`src/rtl/neo_pkg.sv`:
```
// Shared definitions for the NEO energy writer and the spike reader.
// Keeps the sample width tied to the NEO datapath width on both sides of the dump memory.
package neo_pkg;

  localparam int NEO_DATA_W = 8;
  localparam int ENERGY_W   = 2 * NEO_DATA_W;

  typedef enum logic [1:0] {
    IDLE = 2'd0,
    REQ  = 2'd1,
    CAPT = 2'd2
  } state_t;

endpackage

```
`src/rtl/neo_spike_reader_if.sv`:
```
// Read-side bus between the energy dump memory, the spike reader and the event logger.
// The master modport is the reader; the slave modport is the memory/logger environment.
interface neo_spike_reader_if #(
  parameter int EW = 16,
  parameter int TW = 16,
  parameter int CW = 8
);

  logic                 Enable;
  logic                 Empty;
  logic                 read_en;
  logic signed [EW-1:0] Data_in;
  logic signed [EW-1:0] Threshold;
  logic                 Spike;
  logic [TW-1:0]        Timestamp;
  logic signed [EW-1:0] Peak;
  logic [CW-1:0]        Spike_count;
  logic                 Busy;

  modport master (
    input  Enable, Empty, Data_in, Threshold,
    output read_en, Spike, Timestamp, Peak, Spike_count, Busy
  );

  modport slave (
    output Enable, Empty, Data_in, Threshold,
    input  read_en, Spike, Timestamp, Peak, Spike_count, Busy
  );

endinterface

```
`src/rtl/neo_ema_thresh.sv`:
```
// Adaptive threshold: EMA of |sample| kept with A fractional bits, scaled by 2^G,
// saturated to the signed max and floored at the static threshold.
module neo_ema_thresh
  import neo_pkg::*;
#(
  parameter int EW = ENERGY_W,
  parameter int A  = 4,
  parameter int G  = 2
) (
  input  logic                 clk,
  input  logic                 rst,
  input  logic                 i_capt,
  input  logic signed [EW-1:0] i_data,
  input  logic signed [EW-1:0] i_threshold,
  output logic signed [EW-1:0] o_eff_thresh
);

  localparam int MW = EW + A;
  localparam logic [EW-1:0] SMAX = {1'b0, {(EW-1){1'b1}}};
  localparam logic [EW-1:0] SMIN = {1'b1, {(EW-1){1'b0}}};

  logic [MW-1:0]        r_ema;
  logic [EW-1:0]        w_abs;
  logic signed [MW:0]   w_diff;
  logic signed [MW:0]   w_step;
  logic                 w_unused_msb;
  logic [EW+G-1:0]      w_cand;
  logic signed [EW-1:0] w_cand_sat;

  // The most negative sample has no positive twin, so its magnitude clips to SMAX
  assign w_abs = !i_data[EW-1] ? i_data : ((i_data == SMIN) ? SMAX : -i_data);

  assign w_diff       = $signed((MW+1)'(w_abs) << A) - $signed((MW+1)'(r_ema));
  assign w_step       = w_diff >>> A;
  assign w_unused_msb = w_step[MW];

  assign w_cand       = (EW+G)'(r_ema[MW-1:A]) << G;
  assign w_cand_sat   = (w_cand > (EW+G)'(SMAX)) ? SMAX : w_cand[EW-1:0];
  assign o_eff_thresh = (i_threshold > w_cand_sat) ? i_threshold : w_cand_sat;

  always_ff @(posedge clk or negedge rst) begin
    if (!rst) begin
      r_ema <= '0;
    end else if (i_capt) begin
      r_ema <= r_ema + w_step[MW-1:0];
    end
  end

endmodule

```
`src/rtl/neo_spike_reader.sv`:
```
// Drains the NEO energy dump memory, one sample per two clocks, and flags threshold crossings
// with a refractory window. Optional macro NEO_ADAPT_THRESH_EN adds an EMA-based threshold.
module neo_spike_reader
  import neo_pkg::*;
#(
  parameter int Energy_width = ENERGY_W,
  parameter int TS_width     = 16,
  parameter int Count_width  = 8,
  parameter int Refr_len     = 4,
  parameter int Alpha_shift  = 4,
  parameter int Gain_shift   = 2
) (
  input logic                clk,
  input logic                rst,
  neo_spike_reader_if.master bus
);

  localparam int RW = (Refr_len > 0) ? $clog2(Refr_len + 1) : 1;

  state_t                         r_state;
  logic [TS_width-1:0]            r_index;
  logic [TS_width-1:0]            r_timestamp;
  logic [RW-1:0]                  r_refr;
  logic signed [Energy_width-1:0] r_peak;
  logic [Count_width-1:0]         r_count;
  logic                           r_spike;

  logic                           w_capt;
  logic signed [Energy_width-1:0] w_data;
  logic signed [Energy_width-1:0] w_eff_thr;

  assign w_capt = (r_state == CAPT);
  assign w_data = bus.Data_in;

`ifdef NEO_ADAPT_THRESH_EN
  neo_ema_thresh #(
    .EW (Energy_width),
    .A  (Alpha_shift),
    .G  (Gain_shift)
  ) u_ema (
    .clk          (clk),
    .rst          (rst),
    .i_capt       (w_capt),
    .i_data       (w_data),
    .i_threshold  (bus.Threshold),
    .o_eff_thresh (w_eff_thr)
  );
`else
  logic w_unused_cfg;
  assign w_unused_cfg = ^{Alpha_shift, Gain_shift};
  assign w_eff_thr    = bus.Threshold;
`endif

  // Strobe only while the memory actually holds a sample
  assign bus.read_en     = (r_state == REQ) && !bus.Empty;
  assign bus.Busy        = (r_state != IDLE);
  assign bus.Spike       = r_spike;
  assign bus.Timestamp   = r_timestamp;
  assign bus.Peak        = r_peak;
  assign bus.Spike_count = r_count;

  always_ff @(posedge clk or negedge rst) begin
    if (!rst) begin
      r_state     <= IDLE;
      r_index     <= '0;
      r_timestamp <= '0;
      r_refr      <= '0;
      r_peak      <= '0;
      r_count     <= '0;
      r_spike     <= 1'b0;
    end else begin
      r_spike <= 1'b0;

      case (r_state)
        IDLE:    if (bus.Enable && !bus.Empty) r_state <= REQ;
        REQ:     if (!bus.Empty) r_state <= CAPT;
                 else if (!bus.Enable) r_state <= IDLE;
        CAPT:    r_state <= (bus.Enable && !bus.Empty) ? REQ : IDLE;
        default: r_state <= IDLE;
      endcase

      // Data_in is valid during CAPT; refractory samples still extend the event peak
      if (w_capt) begin
        r_index <= r_index + 1'b1;
        if (r_refr != '0) begin
          r_refr <= r_refr - 1'b1;
          if (w_data > r_peak) r_peak <= w_data;
        end else if (w_data > w_eff_thr) begin
          r_spike     <= 1'b1;
          r_timestamp <= r_index;
          r_peak      <= w_data;
          r_refr      <= RW'(Refr_len);
          if (r_count != '1) r_count <= r_count + 1'b1;
        end
      end
    end
  end

endmodule

```
`src/flat_wrapper.sv`:
```
// flat-port wrapper written by rule: the top's interface ports become plain ports
module neo_spike_reader_flat import neo_pkg::*;
#(
  parameter int Energy_width = ENERGY_W,
  parameter int TS_width     = 16,
  parameter int Count_width  = 8,
  parameter int Refr_len     = 4,
  parameter int Alpha_shift  = 4,
  parameter int Gain_shift   = 2
)
  (clk, rst, bus_Enable, bus_Empty, bus_Data_in, bus_Threshold, bus_read_en, bus_Spike, bus_Timestamp, bus_Peak, bus_Spike_count, bus_Busy);
  neo_spike_reader_if #(.EW(16), .TW(16), .CW(8)) bus_i ();
  input logic clk;
  input logic rst;
  input wire logic [$bits(bus_i.Enable)-1:0] bus_Enable;
  input wire logic [$bits(bus_i.Empty)-1:0] bus_Empty;
  input wire logic [$bits(bus_i.Data_in)-1:0] bus_Data_in;
  input wire logic [$bits(bus_i.Threshold)-1:0] bus_Threshold;
  output wire logic [$bits(bus_i.read_en)-1:0] bus_read_en;
  output wire logic [$bits(bus_i.Spike)-1:0] bus_Spike;
  output wire logic [$bits(bus_i.Timestamp)-1:0] bus_Timestamp;
  output wire logic [$bits(bus_i.Peak)-1:0] bus_Peak;
  output wire logic [$bits(bus_i.Spike_count)-1:0] bus_Spike_count;
  output wire logic [$bits(bus_i.Busy)-1:0] bus_Busy;
  assign bus_i.Enable = bus_Enable;
  assign bus_i.Empty = bus_Empty;
  assign bus_i.Data_in = bus_Data_in;
  assign bus_i.Threshold = bus_Threshold;
  assign bus_read_en = bus_i.read_en;
  assign bus_Spike = bus_i.Spike;
  assign bus_Timestamp = bus_i.Timestamp;
  assign bus_Peak = bus_i.Peak;
  assign bus_Spike_count = bus_i.Spike_count;
  assign bus_Busy = bus_i.Busy;
  neo_spike_reader #(.Energy_width(Energy_width), .TS_width(TS_width), .Count_width(Count_width), .Refr_len(Refr_len), .Alpha_shift(Alpha_shift), .Gain_shift(Gain_shift)) u_core (.clk(clk), .rst(rst), .bus(bus_i));
endmodule
```
`config.mk`:
```
export PLATFORM = sky130hd
export DESIGN_NAME = neo_spike_reader_flat
export DESIGN_NICKNAME = d
export VERILOG_FILES = /design/src/rtl/neo_pkg.sv /design/src/rtl/neo_spike_reader_if.sv /design/src/rtl/neo_ema_thresh.sv /design/src/rtl/neo_spike_reader.sv /design/src/flat_wrapper.sv
export SDC_FILE = /design/constraint.sdc
export NUM_CORES = 1
export LEC_CHECK = 0
export BUFFER_PORTS_ARGS = -buffer_cell sky130_fd_sc_hd__buf_2
export CORE_MARGIN = 1.5
export CORE_UTILIZATION = 56
export CTS_BUF_LIST = sky130_fd_sc_hd__clkbuf_8
export CTS_CLUSTER_SIZE = 24
export DETAILED_ROUTE_END_ITERATION = 12
export PLACE_DENSITY_LB_ADDON = 0.25
export SLEW_MARGIN = 0
export SYNTH_ARGS = -nofsm -noshare
export SYNTH_HDL_FRONTEND = slang
export SYNTH_SLANG_ARGS = --single-unit
```
`constraint.sdc`:
```
create_clock -name clk -period 2.61 [get_ports clk]
set_input_delay 0.522 -clock clk [delete_from_list [all_inputs] [get_ports clk]]
set_output_delay 0.522 -clock clk [all_outputs]
set_load 0.02 [all_outputs]
```
Word-level counts from Yosys, hierarchy flattened --
Index checks and enable logic that the tools add are counted.
Operators by class: magnitude comparators 2, reduce and logical (&&, ||, !) cells 12, $add $sub $neg 3, bitwise gates (word level) 1, equality and inequality tests 6, multiplexer cells 13
Operators by type and width (number):
- 16-bit 2-to-1 mux | 3
- 16-bit > comparator | 2
- 16-bit by 1-bit adder with 16-bit output, second input constant | 1
- 8-bit by 1-bit adder with 8-bit output, second input constant | 1
- 8-bit inequality test, second input constant | 1
- 2-bit 2-to-1 mux | 3
- 3-bit 2-to-1 mux | 2
- 2-bit one-hot mux with 3 select lines | 1
- 3-bit AND reduction | 2
- 1-bit 2-to-1 mux | 4
- 2-bit AND reduction | 2
- 4-bit AND reduction | 1
- 2-bit nonzero test | 2
- 3-bit inequality test, second input constant | 1
- 3-bit nonzero test | 1
- 3-bit by 1-bit subtractor with 3-bit output, second input constant | 1
- 2-bit by 1-bit == test with 1-bit output, second input constant | 1
- 2-bit == test, second input constant | 1
- 1-bit logical AND | 2
- 2-bit zero test | 1
- 2-bit by 1-bit inequality test with 1-bit output, second input constant | 1
- 2-bit inequality test, second input constant | 1
- 1-bit zero test | 1
- 1-bit NOT | 1
Word-level totals: flip-flop bits (word level) 62, word-level logic and storage cells 44, input bits 36, output and inout bits 43

Logic depth before layout (Yosys ltp) --
Gate-level depths: netlist of the first run.
word-level depth 4, depth in mapped cells 10, depth with buffers taken out 9

Worst setup path after synthesis of the first run --
OpenSTA, ideal clock, no wires.
path kind in2reg, start input port bus_Threshold[15], end register u_core.r_timestamp[10] (netlist: u_core.bus.Timestamp[10]), slack -106 ps, setup time 125 ps, arrival time 2591 ps, stages on the path 8, data required time 2485 ps, path buffers 1, cell sequence inv_1 -> ha_1 -> nand4_1 -> a2111o_1 -> nand3b_2 -> mux2i_4 -> buf_2 -> mux2_2
On the way: word-level cells in the longest chain between the ends 2
Ends and longest elaborated chain:
- start, declared | RTL line flat_wrapper.sv:18 | input wire logic [$bits(bus_i.Threshold)-1:0] bus_Threshold;
- 16-bit > comparator | RTL line neo_spike_reader.sv:88 | end else if (w_data > w_eff_thr) begin
- 3-bit AND reduction (no line)
- end signal, assigned | RTL line neo_spike_reader.sv:90 | r_timestamp <= r_index;
- end, declared | RTL line neo_spike_reader.sv:22 | logic [TS_width-1:0] r_timestamp;
Every way passes these cells. A chain may end at the register's enable or synchronous reset.

Worst setup path in the final report of the first run --
start register u_core.r_peak[13] (netlist: u_core.bus.Peak[13]), end register u_core.r_peak[1] (netlist: u_core.bus.Peak[1])
On the way: word-level cells in the longest chain between the ends 3
Ends and longest elaborated chain:
- start, declared | RTL line neo_spike_reader.sv:24 | logic signed [Energy_width-1:0] r_peak;
- start signal, assigned | RTL line neo_spike_reader.sv:87 | if (w_data > r_peak) r_peak <= w_data;
- start signal, assigned | RTL line neo_spike_reader.sv:91 | r_peak <= w_data;
- 16-bit > comparator | RTL line neo_spike_reader.sv:87
- 2-bit inequality test (no line)
- 3-bit AND reduction (no line)
Every way passes these cells.

==> summary.md, run 1 <==
| Metric | Value |
|---|---|
| CP cell instances | `inv_1 > ha_1 > and4_4 > nand3_2 > buf_4 > nor2_1 > a211oi_1 > a221oi_4 > nor2_8 > buf_12 > mux2_2` |
| Worst-path fanout max | `11` |
| Clk slew on worst S/H paths | `70 ps` |
| Clk network pwr share | `25.2%` |
| CP max-delay cell | `dfrtp_1` |
| FP Rows | `28` |
| Clock Latency Late Sink | `340 ps` |
| All-layer global routing usage | `23.7%` |
| Number of setup buffers added after CTS | `0` |
| Placed wire-length estimate | `5530 µm` |
| Slew headroom | `55.8%` |
| Cell Pwr Density | `786 mW/mm²` |
| Worst VDD drop | `0.513 mV` |
| Mean routed wirelength per cell | `14.3 µm` |
| CTS tree | `yes` |
| Proportion of layout cells with a drive suffix above 1 | `38.8%` |
| Placed Area | `0.00416 mm²` |
| CP delay by family, top | `compound AO/OA/AOI/OAI gates` |
| Number of global-route vias before repair | `2702` |
| Die height | `81.6 µm` |
| Max-cap violation count | `0` |
| Largest net degree at the start of global routing | `36` |
| Nets@finish | `489` |
| Sequential group share of total power | `38.7%` |
| Arrival time worst endpoint | `2740 ps` |
| Num CTS Buffers | `9` |
| Number of buffers added on ports | `78` |
| Worst path required time | `2830 ps` |
| CTS Root Cell | `clkbuf_8` |
| Total clock sinks | `62` |
| Overall power | `3.45 mW` |
| CP max stage delay | `390 ps` |
| Total Die Area | `0.00667 mm²` |
| Residual DRC | `0` |
| CP startpoint kind | `flip-flop` |
| Pre-CTS setup slack | `-189 ps` |
| Io pins | `79` |
| Die W | `81.6 µm` |
| Post-Layout Inst Area | `0.00438 mm²` |
| Crit Path Class | `reg -> reg` |
| Critical Path Sink Type | `flip-flop` |
| Top_reg_cell synth | `dfrtp_1` |
| Cell variety after synth | `43` |
| Worst path bufs/invs | `3` |
| Cells after Synth | `306` |
| Vias/cell | `5.33` |
| Fmax | `397 MHz` |
| Sequential area share after synthesis | `44.8%` |
| Sw frac | `35.8%` |
| Status | `finished, final reports clean` |
| Via count | `2652` |
| Clock Skew | `8.09 ps` |
| Post-synth EDFFs | `0` |
| Fin. max-slew vios | `0` |
| Worst min path class | `in -> async` |
| Final cycle utilization of the critical path | `96.5%` |
| Mean post-synth cell area | `11.3 µm²` |
| Tmin final | `2520 ps` |
| 1st-iter DRT viols | `145` |
| Switching power of the nets | `1.23 mW` |
| Final Hold Viols | `0` |
| RD Place Congestion | `0.762` |
| Flops & latches, synth | `62` |
| Worst slew pin tran | `662 ps` |
| Antenna viol nets, final | `0` |
| Fillers | `440` |
| H-tree levels | `3` |
| Routed wire length | `7100 µm` |
| Initial antenna violation count | `0` |
| Clock Tree Buf Depth | `2` |
| Initial core utilization | `58.2%` |
| First-pass GRT wire length | `11900 µm` |
| # diodes | `0` |
| Int Power | `2.21 mW` |
| Total congestion overflow | `0` |
| Final setup vio count | `0` |
| Syn_nets | `377` |
| Synthesis-to-layout area growth | `26.6%` |
| FFs w/ async S/R, synth | `100%` |
| Hold buffers post-CTS | `0` |
| Synthesized area | `0.00346 mm²` |
| Core area | `0.00596 mm²` |
| Hold_ws | `206 ps` |
| Pleak | `2.39 nW` |
| First drt pass iteration count | `4` |
| Final worst slack | `91.2 ps` |
| Total of warnings raised by yosys | `0` |
| Logic gate share of total power | `36.0%` |
| Worst reg2reg setup slack | `90 ps` |
power groups by stage:
stage	Combinational, mW	Clock (mW)	Sequential, mW
2_1_floorplan	0.631	0	1.50
3_3_place_gp	1.16	0	1.34
3_5_place_dp	1.22	0	1.35
4_1_cts	1.22	0.882	1.33
5_1_grt	1.37	0.937	1.37
6_report	1.24	0.870	1.33
cell families (layout without fill, tap and decap cells):
family | after synthesis | count (layout) | share of synthesized area [%]
AND/OR/NAND/NOR | 83 | 83 | 12.9
flip-flops | 62 | 62 | 44.8
multiplexers | 38 | 38 | 13.7
buffers and inverters | 37 | 154 | 4.41
adder cells (fa/ha/maj) | 35 | 35 | 12.6
AO/OA/AOI/OAI | 31 | 31 | 6.47
XOR/XNOR | 20 | 20 | 5.06
worst register-to-register path, stage by stage (launching register included):
cell and delay (ps):
dfrtp_1 390, inv_1 90, ha_1 310, and4_4 190, nand3_2 110, buf_4 130, nor2_1 40, a211oi_1 380
a221oi_4 140, nor2_8 120, buf_12 150, mux2_2 340
placed cells by master (no fill, tap or decap), drive strengths merged, types with 3 or more instances in the layout:
cell type | synthesis | routed
buf | 3 | 104
dfrtp | 62 | 62
mux2 | 36 | 36
ha | 35 | 35
inv | 34 | 35
nand2 | 25 | 25
nor2 | 16 | 16
xnor2 | 15 | 15
a21oi | 10 | 10
clkbuf | 0 | 10
nand3 | 10 | 10
nand4 | 9 | 9
and3 | 6 | 6
xor2 | 5 | 5
o21ai | 5 | 5
nor2b | 4 | 4
a21o | 3 | 3
a22oi | 3 | 3
clkinvlp | 0 | 3
cell usage after synthesis, types with 2 or more instances:
library cell  count  share of area, %
dfrtp_1          62                45
ha_1             35                13
inv_1            34               3.7
mux2_2           25               8.1
nand2_1          25               2.7
nor2_1           15               1.6
xnor2_1          15               3.8
a21oi_1          10               1.4
mux2_4           10               4.3
nand3_1           9               1.3
nand4_1           9               1.6
and3_1            6               1.1
xor2_1            5               1.3
nor2b_1           4              0.72
o21ai_0           4              0.58
a21o_1            3              0.65
a22oi_1           3              0.65
a31oi_1           2              0.36
and4_1            2              0.51
buf_2             2              0.29
nand4b_1          2              0.51
nor3b_1           2              0.43
o211ai_1          2              0.43
flip-flops by register name (all words and copies together) (netlist names):
name and flops:
u_core.bus.Peak 16, u_core.bus.Timestamp 16, u_core.r_index 16, u_core.bus.Spike_count 8, u_core.r_refr 3, u_core.bus.Spike 1, u_core.r_state 2
path summary, 6_finish.rpt:
check | from | end | depth (start not counted)
max reg2reg | u_core.bus.Peak[13]$_DFFE_PN0P_ | u_core.bus.Peak[1]$_DFFE_PN0P_ | 11
min reg2reg | u_core.r_index[15]$_DFFE_PN0P_ | u_core.r_index[15]$_DFFE_PN0P_ | 1
min in group clk | bus_Empty | u_core.r_state[1]$_DFFE_PN0P_ | 2
max in group asynchronous | rst | u_core.r_index[14]$_DFFE_PN0P_ | 2
max | u_core.bus.Peak[13]$_DFFE_PN0P_ | u_core.bus.Peak[1]$_DFFE_PN0P_ | 11
min | rst | u_core.bus.Peak[6]$_DFFE_PN0P_ | 1
what timing repair did:
item                                    in CTS  in global routing
resized for setup                            0                  3
endpoints found under the setup margin       0                 16
hold endpoints to repair                     0                  0
layout make-up:
| type | count | area (µm²) | area share [%] |
|---|---|---|---|
| inverters | 34 | 128 | 2.91 |
| repair buffers | 104 | 623 | 14.2 |
| flip-flops and latches | 62 | 1550 | 35.4 |
| multi-input cells | 207 | 1780 | 40.6 |
| well taps | 75 | 93.8 | 2.14 |
| clock buffers | 10 | 138 | 3.14 |
| clock inverters | 6 | 70.1 | 1.60 |
per-stage QoR:
| stage | TNS, ps | util, % | cells |
|---|---|---|---|
| 2_1_floorplan | 0 | - | 306 |
| 3_3_place_gp | -4000 | 69.8 | 482 |
| 3_5_place_dp | -5280 | 69.8 | 482 |
| 4_1_cts | 0 | 73.3 | 498 |
| 5_1_grt | -256 | 73.6 | 498 |
| 6_report | 0 | 73.6 | 498 |
metal layers:
metal | global-route usage (%) | wire, µm | up-vias | share of wire, %
li1 | - | - | 1300 | -
met1 | 28.4 | 3020 | 1284 | 43
met2 | 41.9 | 3660 | 60 | 51
met3 | 5.89 | 344 | 8 | 4.8
met4 | 6.95 | 78 | 0 | 1.1
met5 | 0 | 0 | - | 0
Power figures use the tool's default switching activity.
==> run 2: changes to the inputs <==
BUFFER_PORTS_ARGS = unset   (was -buffer_cell sky130_fd_sc_hd__buf_2)
CAP_MARGIN = 15   (was unset)
CORE_UTILIZATION = 66   (was 56)
DONT_BUFFER_PORTS = 1   (was unset)
SYNTH_HIERARCHICAL = 1   (was unset)
==> run 2 against run 1 <==
- wire length down 3.7%
- critical path depth fell by 2
- first-iteration DRC count shrank 21%
- largest cell class unchanged
==> summary.md, run 2 <==
| Metric | Value |
|---|---|
| Status | `finished, final reports clean` |
| Tmin final | `2480 ps` |
| Max-cap violation count | `0` |
| Clock Tree Buf Depth | `2` |
| Io pins | `79` |
| Total clock sinks | `62` |
| Final Hold Viols | `0` |
| Sequential area share after synthesis | `44.7%` |
| Critical Path Sink Type | `flip-flop` |
| Leading cell types in the layout, fill and taps excluded | `dfrtp_1 (62), inv_1 (37), ha_1 (35)` |
| Cell variety after synth | `43` |
| Die height | `75.5 µm` |
| Clk slew on worst S/H paths | `70 ps` |
| FFs w/ async S/R, synth | `100%` |
| Worst VDD drop | `0.615 mV` |
| Final setup vio count | `0` |
| Mean routed wirelength per cell | `16.5 µm` |
| Commonest cells post-synth | `dfrtp_1 (62), inv_1 (36), ha_1 (35)` |
| 1st-iter DRT viols | `115` |
| FP Rows | `26` |
| Num CTS Buffers | `9` |
| CTS tree | `yes` |
| Worst min path class | `in -> async` |
| Fin. max-slew vios | `0` |
| Synthesized area | `0.00347 mm²` |
| Overall power | `3.61 mW` |
| Final cycle utilization of the critical path | `94.9%` |
| Initial antenna violation count | `0` |
| # diodes | `0` |
| CTS Root Cell | `clkbuf_8` |
| First-pass GRT wire length | `10900 µm` |
| Total of warnings raised by yosys | `6` |
| Die W | `75.5 µm` |
| Cell Pwr Density | `908 mW/mm²` |
| Pleak | `2.04 nW` |
| Total Die Area | `0.00570 mm²` |
| Register area | `0.00155 mm²` |
| CP startpoint kind | `flip-flop` |
| Clock Latency Late Sink | `340 ps` |
| Proportion of layout cells with a drive suffix above 1 | `24.8%` |
| Clock Skew | `6.23 ps` |
| H-tree levels | `3` |
| Post-synth EDFFs | `0` |
| Residual DRC | `0` |
| Worst path required time | `2830 ps` |
| Worst-path fanout max | `14` |
| Most common cell after layout, fill and taps aside | `dfrtp_1` |
| Unrepaired setup endpoints after global routing | `no` |
| Fillers | `331` |
| Cells after Synth | `305` |
| Fmax | `404 MHz` |
| Routed wire length | `6840 µm` |
| Nets@finish | `410` |
| Via count | `2373` |
| Synthesis-to-layout area growth | `14.4%` |
| Antenna viol nets, final | `0` |
| Setup TNS | `0 ps` |
| Core area | `0.00507 mm²` |
| Multi-input gate area | `0.00175 mm²` |
| Placed wire-length estimate | `5090 µm` |
| Crit Path Class | `reg -> reg` |
| All-layer global routing usage | `26.1%` |
| Initial core utilization | `68.4%` |
| Vias/cell | `5.75` |
| Total congestion overflow | `0` |
| Worst slew pin tran | `647 ps` |
| Flops & latches, synth | `62` |
| Arrival time worst endpoint | `2690 ps` |
| First drt pass iteration count | `5` |
| Synth area leader | `dfrtp_1` |
| Dominant cells by area after synthesis | `dfrtp_1 (45%), ha_1 (13%), mux2_2 (7.5%), mux2_4 (4.3%), inv_1 (3.9%)` |
| Slew headroom | `56.7%` |
| Most numerous cell in the Yosys netlist | `dfrtp_1` |
| Number of global-route vias before repair | `2348` |
| Largest net degree at the start of global routing | `63` |
| Critical path origin | `u_core/bus.Peak[13]$_DFFE_PN0P_` |
| Number of buffers added on ports | `0` |
| Worst R2R Start | `u_core/bus.Peak[13]$_DFFE_PN0P_` |
| RD Place Congestion | `0.828` |
| Yosys top cell area share | `44.7%` |
| Syn_nets | `376` |
| Top_reg_cell synth | `dfrtp_1` |
| Mean post-synth cell area | `11.4 µm²` |
## run 2: worst paths after layout
| kind | end | cells after the start | slack, ps |
|---|---|---|---|
| hold / removal | u_core/bus.Peak[9]$_DFFE_PN0P_ | 1 | 40 |
| max in group asynchronous | u_core/r_index[0]$_DFFE_PN0P_ | 1 | 2290 |
| hold reg to reg | u_core/r_index[15]$_DFFE_PN0P_ | 1 | 470 |
| setup / recovery | u_core/bus.Peak[5]$_DFFE_PN0P_ | 9 | 130 |
| setup reg to reg | u_core/bus.Peak[5]$_DFFE_PN0P_ | 9 | 130 |
| min in group clk | u_core/r_state[1]$_DFFE_PN0P_ | 1 | 250 |
## run 2: kinds of logic after synthesis
logic type / Yosys count / synth area share [%]
AND/OR/NAND/NOR: 77 / 11.8
flip-flops: 62 / 44.7
buffers and inverters: 39 / 5.12
AO/OA/AOI/OAI: 37 / 7.89
multiplexers: 35 / 12.8
adder cells (fa/ha/maj): 35 / 12.6
XOR/XNOR: 20 / 5.05
## run 2: stage by stage
step	util [%]	worst slack (ps)	area, µm²	std cells	hold slack (ps)
2_1_floorplan	-	19.9	3470	305	226
5_1_grt	78.3	41.1	3970	413	62.1
3_3_place_gp	73.2	49.0	3720	397	228
6_report	78.3	134	3970	413	43.1
3_5_place_dp	73.2	-45.7	3720	397	228
4_1_cts	78.2	104	3970	413	59.2
## run 2: metal layers
| metal | track usage [%] | up-vias | share of wire, % | wire [µm] |
|---|---|---|---|---|
| met5 | 0 | - | 0 | 0 |
| met4 | 10.1 | 0 | 1.2 | 80 |
| met3 | 7.94 | 9 | 6.7 | 458 |
| met2 | 41.7 | 86 | 48 | 3260 |
| met1 | 33.5 | 1141 | 44 | 3030 |
| li1 | - | 1137 | - | - |
## run 2: timing repair
| action | 4_1_cts | 5_1_grt |
|---|---|---|
| resized for setup | 0 | 2 |
| hold endpoints to repair | 62 | 0 |
| hold buffers | 1 | 0 |
| endpoints found under the setup margin | 0 | 4 |
| buffers inserted | 0 | 0 |
## run 2: final cells by class
| class | count | share of cell area [%] |
|---|---|---|
| Clock buffer | 11 | 3.81 |
| Clock inverter | 4 | 1.80 |
| Multi-Input combinational cell | 204 | 44.0 |
| Tap cell | 70 | 2.20 |
| Sequential cell | 62 | 39.1 |
| Timing Repair Buffer | 26 | 5.73 |
| Inverter | 36 | 3.40 |
## run 2: critical path: stages, from the launching register on
cell and delay [ps]:
dfrtp_1 350, inv_1 50, ha_1 310, nand4_2 150, or4_4 580, o21ai_2 100, mux2i_2 110, o21ai_4 170
buf_12 180, mux2_2 350
## run 2: where the power goes
part,leakage (nW),total (mW),switching [mW],internal [mW]
combinational,1.11,1.27,0.651,0.622
sequential,0.819,1.39,0.217,1.17
clock,0.113,0.946,0.365,0.581
